[config.mk]
export PLATFORM = sky130hd
export DESIGN_NAME = fetch_ctl_flat
export DESIGN_NICKNAME = d
export VERILOG_FILES = /design/src/rtl/fetch_ctl_pkg.sv /design/src/rtl/fetch_ctl_if.sv /design/src/rtl/fetch_ctl_queue.sv /design/src/rtl/fetch_ctl.sv /design/src/flat_wrapper.sv
export SDC_FILE = /design/constraint.sdc
export NUM_CORES = 1
export LEC_CHECK = 0
export BUFFER_PORTS_ARGS = -buffer_cell sky130_fd_sc_hd__buf_2
export CAP_MARGIN = 20
export CORE_MARGIN = 2
export CORE_UTILIZATION = 40
export CTS_CLUSTER_SIZE = 20
export DETAILED_ROUTE_END_ITERATION = 6
export GPL_TIMING_DRIVEN = 1
export SYNTH_ARGS = -nofsm -noshare
export SYNTH_HDL_FRONTEND = slang
export SYNTH_HIERARCHICAL = 1
export SYNTH_SLANG_ARGS = --single-unit
[constraint.sdc]
create_clock -name clk -period 3.6 [get_ports clk]
set_input_delay 0 -clock clk [delete_from_list [all_inputs] [get_ports clk]]
set_output_delay 0 -clock clk [all_outputs]
set_load 0.03 [all_outputs]
[src/rtl/fetch_ctl_pkg.sv]
// Shared definitions for the instruction fetch sequencer: default widths,
// halfword queue depths for both build flavours, and the queue entry type.
package fetch_ctl_pkg;

  localparam int RV_DEF = 32;
  localparam logic [RV_DEF-1:0] RESET_PC_DEF = 32'h0000_0000;

  // Halfword queue depth with and without prefetch.
  localparam int DEPTH_PREFETCH = 4;
  localparam int DEPTH_BASIC    = 2;

  // One queued parcel: instruction halfword, its PC and the fetch error tag.
  typedef struct packed {
    logic [15:0]       ins;
    logic [RV_DEF-1:0] pc;
    logic              fault;
  } fq_entry_t;

  // Word-aligned base of a byte address.
  function automatic logic [RV_DEF-1:0] word_base(input logic [RV_DEF-1:0] a);
    return {a[RV_DEF-1:2], 2'b00};
  endfunction

endpackage

[src/rtl/fetch_ctl_if.sv]
// Instruction memory port between the fetch sequencer (master) and the
// instruction memory (slave). mem_err is only meaningful with mem_ack.
interface fetch_ctl_if #(
  parameter int RV = 32
) ();
  logic          mem_req;
  logic [RV-1:0] mem_addr;
  logic          mem_ack;
  logic [31:0]   mem_rdata;
  logic          mem_err;

  modport master (
    output mem_req, mem_addr,
    input  mem_ack, mem_rdata, mem_err
  );

  modport slave (
    input  mem_req, mem_addr,
    output mem_ack, mem_rdata, mem_err
  );
endinterface

[src/rtl/fetch_ctl_queue.sv]
// fetch_queue: halfword FIFO with 0/1/2 pushes per cycle, a single pop and a
// flush. DEPTH must be a power of two so the pointers wrap naturally.
module fetch_queue
  import fetch_ctl_pkg::*;
#(
  parameter int DEPTH = DEPTH_PREFETCH
) (
  input  logic                       clk,
  input  logic                       rst_n,
  input  logic                       flush_i,
  input  logic [1:0]                 push_cnt_i,
  input  fq_entry_t                  push0_i,
  input  fq_entry_t                  push1_i,
  input  logic                       pop_i,
  output fq_entry_t                  head_o,
  output logic                       empty_o,
  output logic [$clog2(DEPTH+1)-1:0] free_o
);
  localparam int PW = (DEPTH > 1) ? $clog2(DEPTH) : 1;
  localparam int CW = $clog2(DEPTH + 1);

  fq_entry_t         mem_q [DEPTH];
  logic [PW-1:0]     rd_q, rd_d, wr_q, wr_d, wr1_s;
  logic [CW-1:0]     cnt_q, cnt_d;

  assign wr1_s   = wr_q + PW'(1);
  assign head_o  = mem_q[rd_q];
  assign empty_o = (cnt_q == CW'(0));
  assign free_o  = CW'(DEPTH) - cnt_q;

  // Pointer and occupancy update; flush wins over any push or pop.
  always_comb begin
    rd_d  = rd_q;
    wr_d  = wr_q;
    cnt_d = cnt_q;
    if (flush_i) begin
      rd_d  = '0;
      wr_d  = '0;
      cnt_d = '0;
    end else begin
      rd_d  = rd_q + PW'(pop_i);
      wr_d  = wr_q + PW'(push_cnt_i);
      cnt_d = cnt_q + CW'(push_cnt_i) - CW'(pop_i);
    end
  end

  // Pointer and count registers.
  always_ff @(posedge clk or negedge rst_n) begin
    if (!rst_n) begin
      rd_q  <= '0;
      wr_q  <= '0;
      cnt_q <= '0;
    end else begin
      rd_q  <= rd_d;
      wr_q  <= wr_d;
      cnt_q <= cnt_d;
    end
  end

  // Entry storage: first pushed parcel at the write pointer, second one after it.
  always_ff @(posedge clk or negedge rst_n) begin
    if (!rst_n) begin
      for (int i = 0; i < DEPTH; i++) mem_q[i] <= '0;
    end else if (!flush_i) begin
      if (push_cnt_i != 2'd0) mem_q[wr_q]  <= push0_i;
      if (push_cnt_i == 2'd2) mem_q[wr1_s] <= push1_i;
    end
  end

endmodule

[src/rtl/fetch_ctl.sv]
// fetch_ctl: fetches 32-bit words, splits them into 16-bit parcels and issues
// one parcel per cycle to the decoder. Redirects flush the queue and drop a
// pending response. Build option FETCH_PREFETCH_EN: 4-entry queue with
// request-ahead; otherwise a 2-entry queue refilled only when empty.
module fetch_ctl
  import fetch_ctl_pkg::*;
#(
  parameter int            RV       = RV_DEF,
  parameter logic [RV-1:0] RESET_PC = RV'(RESET_PC_DEF)
) (
  input  logic          clk,
  input  logic          reset,
  input  logic          redirect,
  input  logic [RV-1:0] redirect_pc,
  input  logic          stall,
  output logic [15:0]   ins,
  output logic          idone,
  output logic [RV-1:0] ins_pc,
  output logic          fetch_fault,
  fetch_ctl_if.master   mem
);
`ifdef FETCH_PREFETCH_EN
  localparam int DEPTH = DEPTH_PREFETCH;
`else
  localparam int DEPTH = DEPTH_BASIC;
`endif
  localparam int CW = $clog2(DEPTH + 1);

  logic [RV-1:0] fpc_q, fpc_d, addr_q, addr_d, ins_pc_q, ins_pc_d;
  logic          run_q, outst_q, outst_d, drop_q, drop_d;
  logic          idone_q, idone_d, fault_q, fault_d;
  logic [15:0]   ins_q, ins_d;

  logic [RV-1:0] word_pc_s;
  logic [CW-1:0] free_s;
  logic          empty_s, pop_s, room_s, launch_s, req_s, ack_s, take_s;
  logic [1:0]    push_cnt_s;
  fq_entry_t     head_s, par0_s, par1_s, push0_s, push1_s;

  assign word_pc_s = RV'(word_base(RV_DEF'(fpc_q)));
  assign pop_s     = !empty_s && !stall && !redirect;

`ifdef FETCH_PREFETCH_EN
  // Slots freed by this cycle's issue count towards the two needed for a word.
  logic [CW:0] free_eff_s;
  assign free_eff_s = {1'b0, free_s} + (CW+1)'(pop_s);
  assign room_s     = (free_eff_s >= (CW+1)'(2));
`else
  assign room_s     = (free_s == CW'(DEPTH));
`endif

  // run_q keeps the port quiet until the first edge out of reset.
  assign launch_s = run_q && !outst_q && !redirect && room_s;
  assign req_s    = outst_q || launch_s;
  assign ack_s    = req_s && mem.mem_ack;
  assign take_s   = ack_s && !drop_q && !redirect;

  assign mem.mem_req  = req_s;
  assign mem.mem_addr = outst_q ? addr_q : word_pc_s;

  assign ins         = ins_q;
  assign idone       = idone_q;
  assign ins_pc      = ins_pc_q;
  assign fetch_fault = fault_q;

  // Split the returning word; the low parcel is skipped when fpc targets the high half.
  always_comb begin
    par0_s.ins   = mem.mem_rdata[15:0];
    par0_s.pc    = RV_DEF'(word_pc_s);
    par0_s.fault = mem.mem_err;
    par1_s.ins   = mem.mem_rdata[31:16];
    par1_s.pc    = RV_DEF'({fpc_q[RV-1:2], 2'b10});
    par1_s.fault = mem.mem_err;
    push_cnt_s   = 2'd0;
    push0_s      = par0_s;
    push1_s      = par1_s;
    if (take_s) begin
      if (fpc_q[1]) begin
        push_cnt_s = 2'd1;
        push0_s    = par1_s;
      end else begin
        push_cnt_s = 2'd2;
      end
    end else begin
      push_cnt_s = 2'd0;
    end
  end

  // Fetch PC, request hold and drop tracking; redirect overrides everything else.
  always_comb begin
    fpc_d   = fpc_q;
    addr_d  = addr_q;
    outst_d = outst_q;
    drop_d  = drop_q;
    if (redirect) begin
      fpc_d   = {redirect_pc[RV-1:1], 1'b0};
      outst_d = outst_q && !mem.mem_ack;
      drop_d  = outst_q && !mem.mem_ack;
    end else begin
      outst_d = req_s && !mem.mem_ack;
      if (launch_s) addr_d = word_pc_s;
      else          addr_d = addr_q;
      if (ack_s) drop_d = 1'b0;
      else       drop_d = drop_q;
      if (take_s) fpc_d = word_pc_s + RV'(4);
      else        fpc_d = fpc_q;
    end
  end

  // Issue stage: pop the head into the output registers, otherwise hold.
  always_comb begin
    idone_d  = pop_s;
    ins_d    = ins_q;
    ins_pc_d = ins_pc_q;
    fault_d  = fault_q;
    if (pop_s) begin
      ins_d    = head_s.ins;
      ins_pc_d = RV'(head_s.pc);
      fault_d  = head_s.fault;
    end else begin
      fault_d  = fault_q;
    end
  end

  // State and output registers.
  always_ff @(posedge clk or negedge reset) begin
    if (!reset) begin
      run_q    <= 1'b0;
      fpc_q    <= RESET_PC;
      addr_q   <= '0;
      outst_q  <= 1'b0;
      drop_q   <= 1'b0;
      idone_q  <= 1'b0;
      ins_q    <= 16'h0000;
      ins_pc_q <= '0;
      fault_q  <= 1'b0;
    end else begin
      run_q    <= 1'b1;
      fpc_q    <= fpc_d;
      addr_q   <= addr_d;
      outst_q  <= outst_d;
      drop_q   <= drop_d;
      idone_q  <= idone_d;
      ins_q    <= ins_d;
      ins_pc_q <= ins_pc_d;
      fault_q  <= fault_d;
    end
  end

  fetch_queue #(.DEPTH(DEPTH)) u_queue (
    .clk        (clk),
    .rst_n      (reset),
    .flush_i    (redirect),
    .push_cnt_i (push_cnt_s),
    .push0_i    (push0_s),
    .push1_i    (push1_s),
    .pop_i      (pop_s),
    .head_o     (head_s),
    .empty_o    (empty_s),
    .free_o     (free_s)
  );

endmodule

[src/flat_wrapper.sv]
// flat-port wrapper written by rule: the top's interface ports become plain ports
module fetch_ctl_flat import fetch_ctl_pkg::*;
#(
  parameter int            RV       = RV_DEF,
  parameter logic [RV-1:0] RESET_PC = RV'(RESET_PC_DEF)
)
  (clk, reset, redirect, redirect_pc, stall, ins, idone, ins_pc, fetch_fault, mem_mem_req, mem_mem_addr, mem_mem_ack, mem_mem_rdata, mem_mem_err);
  fetch_ctl_if #(.RV(RV)) mem_i ();
  input  logic clk;
  input  logic reset;
  input  logic redirect;
  input  logic [RV-1:0] redirect_pc;
  input  logic stall;
  output logic [15:0] ins;
  output logic idone;
  output logic [RV-1:0] ins_pc;
  output logic fetch_fault;
  output wire logic [$bits(mem_i.mem_req)-1:0] mem_mem_req;
  output wire logic [$bits(mem_i.mem_addr)-1:0] mem_mem_addr;
  input wire logic [$bits(mem_i.mem_ack)-1:0] mem_mem_ack;
  input wire logic [$bits(mem_i.mem_rdata)-1:0] mem_mem_rdata;
  input wire logic [$bits(mem_i.mem_err)-1:0] mem_mem_err;
  assign mem_mem_req = mem_i.mem_req;
  assign mem_mem_addr = mem_i.mem_addr;
  assign mem_i.mem_ack = mem_mem_ack;
  assign mem_i.mem_rdata = mem_mem_rdata;
  assign mem_i.mem_err = mem_mem_err;
  fetch_ctl #(.RV(RV), .RESET_PC(RESET_PC)) u_core (.clk(clk), .reset(reset), .redirect(redirect), .redirect_pc(redirect_pc), .stall(stall), .ins(ins), .idone(idone), .ins_pc(ins_pc), .fetch_fault(fetch_fault), .mem(mem_i));
endmodule
==> qor.txt, run 1 <==
First-pass GRT wire length = 49.8 mm
First-pass DRT Iterations = 5
Core Rows = 62
Most used DFF post-synth = dfrtp_1
# Max-Cap Violations = 0
CP Launch Type = flop
Via count = 8902
Fmax = 302 MHz
Total clock sinks = 216
Worst reg2reg endpoint = u_core/u_queue/mem_q[83]
Clock-pin slew on the worst setup and hold paths = 60 ps
Clk buf depth = 3
Root Driver = clkbuf_16
CTS Buf Count = 26
Mapped cell area = 0.0115 mm²
Core box area = 0.0285 mm²
GRT Residual Overflow = 0
HPWL after detailed placement = 18.8 mm
Power Density = 697 mW/mm²
Synthesis warning total = 6
Pin count of the biggest net entering global routing = 93
Slew margin rel. = 26.6%
Post-route cell area = 0.0142 mm²
Commonest non-fill, non-tap cells in the layout = dfrtp_1 (214), mux2_2 (176), buf_2 (147)
Post-synthesis sequential area ratio = 47.0%
PortBufs = 149
Area Growth Syn to Fin = 23.3%
Die Area = 0.0301 mm²
Synth unique cells = 52
Number of H-tree levels = 1
Layout cells sized above 1 = 34.4%
Latest clock arrival within the worst-skew pair = 520 ps
Setup TNS = 0 ps
Nets = 1252
Critical R2R Launch = u_core/u_queue/cnt_q[0]
DR iter-0 viols = 604
Ys async rst share = 100%
GRT Util Overall = 20.3%
Overall power = 9.88 mW
Starting Density = 40.4%
Die X = 174 µm
RSZ-0062 raised after global routing = no
Commonest non-fill, non-tap cell in the layout = dfrtp_1
Tmin final = 3310 ps
R2R depth = 14
CP Launch Point = u_core/u_queue/cnt_q[0]
Placer Congestion = 0.835
CTS tree = done
Status = completed
Arrival @ worst endpoint = 3650 ps
Period utilization = 91.9%
WL/cell = 19.7 µm
Hold WC Path Type = in2reg
Final WL = 31.2 mm
Avg Vias per Cell = 5.63
Worst setup path end = u_core/u_queue/mem_q[83]
Cell Area, Placed = 0.0126 mm²
Die Y-Extent = 174 µm
Seq cells post-synth = 216
Initial antenna violation count = 1
Post-synth EDFFs = 0
Worst path required time = 3940 ps
Slew @ Worst Pin = 1100 ps
Ports = 153
Vias in the first global route = 9024
Final Hold Fails = 0
CP Max Fanout = 15
Clock Skew = 14.2 ps
Slew Viols, Final = 0
Mean post-synth cell area = 11.6 µm²
Critical setup path kind = reg2reg
Syn Inst Count = 993
Max VDD drop = 0.000383 V
# setup viols final = 0
DRC viols = 0
Post-route ant nets = 0
Reg2Reg Setup Slack = 290 ps
CP endpoint kind = flop
Leak Pwr = 5.62 nW
-- synthesized netlist by cell type (5+ instances only) --
| cell type | instances | area share, % |
|---|---|---|
| buf_2 | 34 | 1.5 |
| and3_1 | 6 | 0.33 |
| a2bb2oi_1 | 49 | 3.7 |
| buf_1 | 12 | 0.39 |
| nor4_1 | 5 | 0.27 |
| o32ai_1 | 48 | 3.7 |
| mux2_2 | 176 | 17 |
| nand4_1 | 16 | 0.87 |
| nand2b_1 | 101 | 5.5 |
| o22a_1 | 50 | 3.8 |
| inv_1 | 10 | 0.33 |
| o21ai_0 | 25 | 1.1 |
| buf_4 | 5 | 0.33 |
| dfrtp_1 | 216 | 47 |
| clkbuf_1 | 43 | 1.4 |
| xnor2_1 | 14 | 1.1 |
| nor2_1 | 10 | 0.33 |
| nand3_1 | 8 | 0.35 |
| xor2_1 | 15 | 1.1 |
| nand2_1 | 47 | 1.5 |
| o32a_1 | 50 | 4.4 |
-- metrics by stage --
step	util (%)	worst slack [ps]	std cells	hold WS, ps
2_1_floorplan	-	822	998	-296
3_3_place_gp	44.1	640	1460	46.9
3_5_place_dp	44.1	622	1460	46.2
4_1_cts	49.7	129	1578	6.38
5_1_grt	49.8	45.2	1580	47.9
6_report	49.8	293	1581	27.7
-- how the worst min path moves through the flow --
stage	startpoint	endpoint	slack, ps	cells after the start
after floorplan	reset	u_core/addr_q[10]	-300	0
after global placement	reset	u_core/addr_q[8]	50	1
after detailed placement	reset	u_core/addr_q[9]	50	1
after CTS	mem_mem_rdata[14]	u_core/u_queue/mem_q[96]	6	4
after global routing	mem_mem_rdata[14]	u_core/u_queue/mem_q[96]	50	4
final	mem_mem_rdata[13]	u_core/u_queue/mem_q[95]	30	4
-- layer usage --
metal  track usage [%]  wire length [µm]
met1              28.6             14600
met2              32.8             14300
met3              3.88              1780
met4              4.41               481
met5                 0                 0
-- critical path: stages (launching register included) --
cell and delay (ps):
dfrtp_1 380, inv_1 80, ha_1 300, inv_1 80
nand4bb_1 140, a21oi_1 190, buf_4 210, nand2_2 130
nor2_4 310, buf_4 200, buf_4 230, nand2b_1 100
o32ai_1 120, dlygate4sd3_1 580, a2bb2oi_1 60
-- logic make-up after synthesis --
family	count (synthesis)	synth area share, %
and+or+nand+nor	217	10.8
xor gates and xnor gates	29	2.21
DFF	216	47.0
AOI/OAI and AO/OA	240	17.8
buffers and inverters	108	4.32
adders and majority gates	4	0.435
other	2	0.0653
muxes	177	17.3
-- sequential cells by signal, summed over array words and instances, names as in the netlist, 2 cells and up --
register              flops
u_core/fpc_q             31
u_core/u_queue/cnt_q      2
u_core/u_queue/mem_q     98
u_core/ins               16
u_core/ins_pc            32
u_core/addr_q            30
-- area by class of cell --
type	count	area, µm²
multi-input cells	674	5650
clock inverters	9	100
clock buffers	37	773
flip-flops and latches	216	5410
diodes	1	2.50
repair buffers	250	1720
inverters	10	37.5
fillers	2538	14300
well taps	384	480
-- report_power, final --
| group | leakage, nW | switching [mW] | internal [mW] |
|---|---|---|---|
| clock network | 0.429 | 1.01 | 1.63 |
| registers | 2.56 | 0.595 | 3.45 |
| logic | 2.64 | 1.62 | 1.56 |
-- timing repair --
action                     in CTS  in global routing
setup endpoints to repair       0                  8
resized for setup               0                  1
setup buffers                   0                  2
hold buffers                   72                  0
hold endpoints to repair      146                  0
Note: power is estimated with default switching activity, not from simulation.
==> run 2, diff against run 1 <==
SYNTH_HIERARCHICAL = unset   (was 1)
==> run 2 against run 1 <==
Count of clock-buffer cells in the layout is 2 lower; wire length is 15% lower; critical path type unchanged; global-route usage down 1.1 points; combinational power is 6% lower; first-iteration DRC count fell by 29%; highest routed layer unchanged; synthesized area fell by 8.2%; cell count decreased by 4.6%; non-clock buffer count is 3 higher; total power down 3.9%; fmax is 15% higher; synthesized cell count down 3.7%; sequential power fell by 3%.
==> qor.txt, run 2 <==
Status = completed
Most used DFF post-synth = dfrtp_1
Largest register FFs = 98
Tmin final = 2880 ps
Post-synth EDFFs = 0
Power Density = 713 mW/mm²
Avg Vias per Cell = 5.43
Final Hold Fails = 0
Total clock sinks = 216
CP Max Fanout = 32
Max VDD drop = 0.000529 V
Setup TNS = 0 ps
DR iter-0 viols = 431
Via count = 8195
Arrival @ worst endpoint = 3330 ps
Slew margin rel. = 30.1%
PortBufs = 149
Largest stage delay, worst path = 690 ps
Root Driver = clkbuf_16
Hold WC Path Type = in2async
Placer Congestion = 0.742
Synthesis warning total = 0
WL/cell = 17.6 µm
Synth unique cells = 51
CP Launch Type = flop
First-pass DRT Iterations = 5
Starting Density = 40.6%
Antenna Cells = 0
Core box area = 0.0260 mm²
Min Hold Slack = 140 ps
Commonest non-fill, non-tap cells in the layout = dfrtp_1 (213), buf_2 (148), mux2_2 (121)
Critical setup path kind = reg2reg
Core Rows = 59
Post-CTS setup buffer count = 0
Post-synthesis sequential area ratio = 51.2%
GRT Residual Overflow = 0
CP endpoint kind = flop
Initial antenna violation count = 0
Die Y-Extent = 166 µm
Fmax = 348 MHz
Layout cells sized above 1 = 29.1%
Pin count of the biggest net entering global routing = 110
DRC viols = 0
Die X = 166 µm
Ys async rst share = 100%
First-pass GRT wire length = 44.1 mm
Worst path required time = 4060 ps
Yosys top cell by area = dfrtp_1
# setup viols final = 0
Final core occ = 51.2%
Area Growth Syn to Fin = 26.1%
RSZ-0062 raised after global routing = no
Number of H-tree levels = 1
Ports = 153
HPWL after detailed placement = 15.9 mm
Seq cells post-synth = 216
CP cell instances = or4b_1 -> a211oi_4 -> buf_4 -> o22ai_1 -> a21oi_1 -> dlygate4sd3_1
Final WL = 26.5 mm
Latest clock arrival within the worst-skew pair = 540 ps
Syn Inst Count = 956
Largest Register = u_core.u_queue.mem_q
Synth top cells by count = dfrtp_1 (216), mux2_2 (121), a21oi_1 (84)
Area fraction of the dominant cell type after synthesis = 51.2%
GRT Util Overall = 19.2%
Overall power = 9.49 mW
Nets = 1230
Most numerous cell in the Yosys netlist = dfrtp_1
Post-route ant nets = 0
Die Area = 0.0277 mm²
Vias in the first global route = 8125
Clk buf depth = 3
Commonest non-fill, non-tap cell in the layout = dfrtp_1
Period utilization = 79.9%
CTS tree = done
Mapped cell area = 0.0106 mm²
Clock-pin slew on the worst setup and hold paths = 50 ps
CP max-delay cell = or4b_1
CTS Buf Count = 26
# Max-Cap Violations = 0
Area contributors post-synth = dfrtp_1 (51%), mux2_2 (13%), mux2i_1 (4.7%)
Clock Skew = 22.1 ps
Leak Pwr = 5.43 nW
Mean post-synth cell area = 11.0 µm²
Slew @ Worst Pin = 1050 ps
Slew Viols, Final = 0
[run 2: changes by cell type after synthesis, sizes merged, moves of 49 or more]
cell,before,now
a21oi,5,84
nand2b,102,34
nor2,11,75
o22a,50,0
o32a,50,0
a2bb2oi,49,0
mux2i,1,50
[run 2: power by group]
group | internal, mW | switching (mW)
registers | 3.34 | 0.586
clock network | 1.52 | 1.03
logic | 1.35 | 1.65
total | 6.22 | 3.27
[run 2: layout make-up]
class	instances	area [µm²]
clock buffers	35	744
clock inverters	9	96.3
fillers	2362	12700
inverters	6	22.5
multi-input cells	654	4830
flip-flops and latches	216	5410
well taps	335	419
repair buffers	253	1780
[run 2: cell families (layout without fill, tap and decap cells)]
| family | after synthesis | after routing | synth area share [%] |
|---|---|---|---|
| mux | 189 | 189 | 19.6 |
| flops | 216 | 216 | 51.2 |
| simple gates | 205 | 205 | 10.2 |
| other cells | 2 | 3 | 0.0712 |
| compound gates | 244 | 244 | 14.5 |
| xor+xnor | 10 | 10 | 0.830 |
| buf+inv | 87 | 303 | 3.27 |
| fa+ha+maj | 3 | 3 | 0.356 |
[run 2: metal layers]
metal	vias to the layer above	GRT usage (%)	share of wire, %
li1	3920	-	-
met1	4060	27.6	47
met2	185	31.1	46
met3	30	2.85	4.5
met4	0	4.05	1.7
met5	-	0	0
[run 2: path summary, 6_finish.rpt]
path | from | endpoint | slack (ps) | cells after the start
hold reg to reg | u_core.u_queue.mem_q[1] | u_core.u_queue.mem_q[1] | 480 | 1
min in group clk | redirect_pc[8] | u_core.fpc_q[8] | 220 | 4
setup / recovery | u_core.u_queue.cnt_q[1] | u_core.u_queue.mem_q[96] | 720 | 6
hold / removal | reset | u_core.ins[8] | 140 | 2
max in group asynchronous | reset | u_core.u_queue.mem_q[14] | 2380 | 3
setup reg to reg | u_core.u_queue.cnt_q[1] | u_core.u_queue.mem_q[96] | 720 | 6
[run 2: what timing repair did]
action | in CTS | in global routing
gates resized for setup | 0 | 0
endpoints found under the hold margin | 176 | 0
hold buffers | 85 | 0
[run 2: through the flow]
stage / instance area (µm²) / cells / setup WS, ps
6_report: 13300 / 1508 / 724
5_1_grt: 13300 / 1508 / 592
2_1_floorplan: 10600 / 957 / 698
3_3_place_gp: 11600 / 1378 / 849
4_1_cts: 13300 / 1507 / 747
3_5_place_dp: 11600 / 1378 / 828
[run 2: critical path, delay by kind of cell, from the launching register on]
family,cells,cell delay (ps)
AOI/OAI and AO/OA,3,680
buffers and inverters,2,970
and+or+nand+nor,1,690
DFF,1,440
==> run 3, diff against run 2 <==
ABC_AREA = 1   (was unset)
clock period = 2.4 ns   (was 3.6 ns; I/O delays follow)
==> run 3 against run 2 <==
The flow now finishes with violations (design-rule violations, negative hold slack); largest power group unchanged; clock power rose by 47%; synthesized cell count up 38%; wire length rose by 9.1%.
==> qor.txt, run 3 <==
Status = complete, but fails checks
Violated checks = design-rule violations, negative hold slack
Via count = 9387
Leak Pwr = 6.25 nW
Setup TNS = 0 ps
Max VDD drop = 0.000484 V
Post-route ant nets = 0
CP endpoint kind = flop
Fmax = 448 MHz
Core Rows = 59
Overall power = 13.5 mW
Placer Congestion = 0.865
Inst Count DP = 1754
# Max-Cap Violations = 0
Syn Inst Count = 1317
Tmin final = 2230 ps
Nets = 1590
Number of fill cells = 2522
Synth top cells by count = nand2_1 (325), dfrtp_1 (216), o21ai_0 (134)
Layout cells sized above 1 = 16.6%
Mapped cell area = 0.0106 mm²
Area Growth Syn to Fin = 24.7%
Most numerous cell in the Yosys netlist = nand2_1
CTS tree = done
Clock Skew = 19.1 ps
Total clock sinks = 216
Root Driver = clkbuf_16
DRC viols = 8
HPWL after detailed placement = 19.7 mm
Post-synth EDFFs = 0
Pin count of the biggest net entering global routing = 102
Hold WC Path Type = in2async
Post-route setup slack = 167 ps
Largest register FFs = 98
CP Max Fanout = 17
Most used DFF post-synth = dfrtp_1
CP Launch Type = flop
First-pass DRT Iterations = 7
DR iter-0 viols = 641
Period utilization = 93.0%
Final core occ = 50.8%
Commonest non-fill, non-tap cells in the layout = nand2_1 (323), dfrtp_1 (215), buf_2 (148)
Post-synthesis sequential area ratio = 50.8%
Ys async rst share = 100%
Clock-pin slew on the worst setup and hold paths = 60 ps
Reg2Reg Setup Slack = 170 ps
Slew Viols, Final = 0
Seq cells post-synth = 216
Layout Cells excl Fill = 1870
Initial antenna violation count = 0
Area contributors post-synth = dfrtp_1 (51%), nand2_1 (11%), o21ai_0 (6.3%)
Number of H-tree levels = 1
Dpl ws = 287 ps
Slew margin rel. = 57.5%
# setup viols final = 0
Worst path required time = 2820 ps
RSZ-0062 raised after global routing = no
Latest clock arrival within the worst-skew pair = 520 ps
Commonest non-fill, non-tap cell in the layout = nand2_1
Synth unique cells = 43
Final WL = 29.0 mm
Die Area = 0.0279 mm²
Antenna Cells = 0
Post-CTS setup buffer count = 0
GRT Util Overall = 20.9%
Die X = 167 µm
CTS Buf Count = 25
Ports = 153
PortBufs = 149
Synthesis warning total = 0
Yosys top cell by area = dfrtp_1
Mean post-synth cell area = 8.09 µm²
Die Y-Extent = 167 µm
Starting Density = 40.7%
Largest Register = u_core.u_queue.mem_q
Power Density = 1020 mW/mm²
Core box area = 0.0261 mm²
Arrival @ worst endpoint = 2650 ps
Vias in the first global route = 8952
Slew @ Worst Pin = 637 ps
Avg Vias per Cell = 5.02
Clk buf depth = 3
Min Hold Slack = -12.2 ps
Area fraction of the dominant cell type after synthesis = 50.8%
Critical setup path kind = reg2reg
Final Hold Fails = 6
First-pass GRT wire length = 47.4 mm
WL/cell = 15.5 µm
GRT Residual Overflow = 0
[run 3: per-stage QoR]
step	cell area (µm²)	hold WS (ps)
2_1_floorplan	10700	-296
3_3_place_gp	11700	-46.5
3_5_place_dp	11700	-47.8
4_1_cts	13300	6.79
5_1_grt	13300	18.6
6_report	13300	-12.2
[run 3: what timing repair did]
action	4_1_cts	5_1_grt
endpoints found under the hold margin	285	0
resized for setup	0	3
hold buffers	71	0
endpoints found under the setup margin	0	2
[run 3: metal layers]
layer,GRT usage (%),vias up,part of all wire [%],wire length (µm)
met5,0,-,0,0
met4,5.18,0,2.3,652
met3,3.00,51,4.3,1240
met2,35.5,227,48,14000
met1,28.5,4462,45,13100
li1,-,4647,-,-
[run 3: cells by family (layout without fill, tap and decap cells)]
| kind of cell | after synthesis | count (layout) | synth area share (%) |
|---|---|---|---|
| adder cells (fa/ha/maj) | 3 | 3 | 0.353 |
| XOR/XNOR | 16 | 16 | 1.32 |
| AND/OR/NAND/NOR | 569 | 569 | 22.0 |
| flip-flops | 216 | 216 | 50.8 |
| AO/OA/AOI/OAI | 276 | 276 | 14.1 |
| multiplexers | 34 | 34 | 3.20 |
| buffers and inverters | 201 | 418 | 8.15 |
| other | 2 | 3 | 0.0705 |
[run 3: critical path, cell delays in order, from the launching register on]
cell and delay (ps):
dfrtp_1 390, inv_1 70, nand2_2 70, o21ai_4 210, nand4_4 140, buf_4 210
nor2_4 120, nand2_4 150, o22ai_1 160, dlygate4sd3_1 570, nor2_1 40
[run 3: area by class of cell]
cell class                 count  area, µm²  area share [%]
clock buffer                  37        741            5.58
clock inverter                 8       75.1           0.565
inverter                     127        488            3.67
multi-input combinational    901       4430            33.4
sequential                   216       5410            40.7
tap                          335        419            3.16
timing repair buffer         246       1720            12.9
[run 3: final timing paths]
path / from / endpoint / depth (start not counted)
min in group clk: mem_mem_err / u_core.u_queue.mem_q[0] / 4
setup / recovery: u_core.u_queue.cnt_q[1] / u_core.u_queue.mem_q[93] / 10
max in group asynchronous: reset / u_core.u_queue.mem_q[54] / 3
hold reg to reg: u_core.u_queue.mem_q[17] / u_core.u_queue.mem_q[17] / 2
hold / removal: reset / u_core.ins_pc[19] / 2
setup reg to reg: u_core.u_queue.cnt_q[1] / u_core.u_queue.mem_q[93] / 10
[run 3: where the power goes]
part / total (mW) / switching, mW / leakage, nW / internal, mW
clock network: 3.74 / 1.50 / 0.409 / 2.24
registers: 5.55 / 0.689 / 2.57 / 4.86
logic: 4.19 / 2.80 / 3.27 / 1.39
total: 13.5 / 4.99 / 6.25 / 8.49
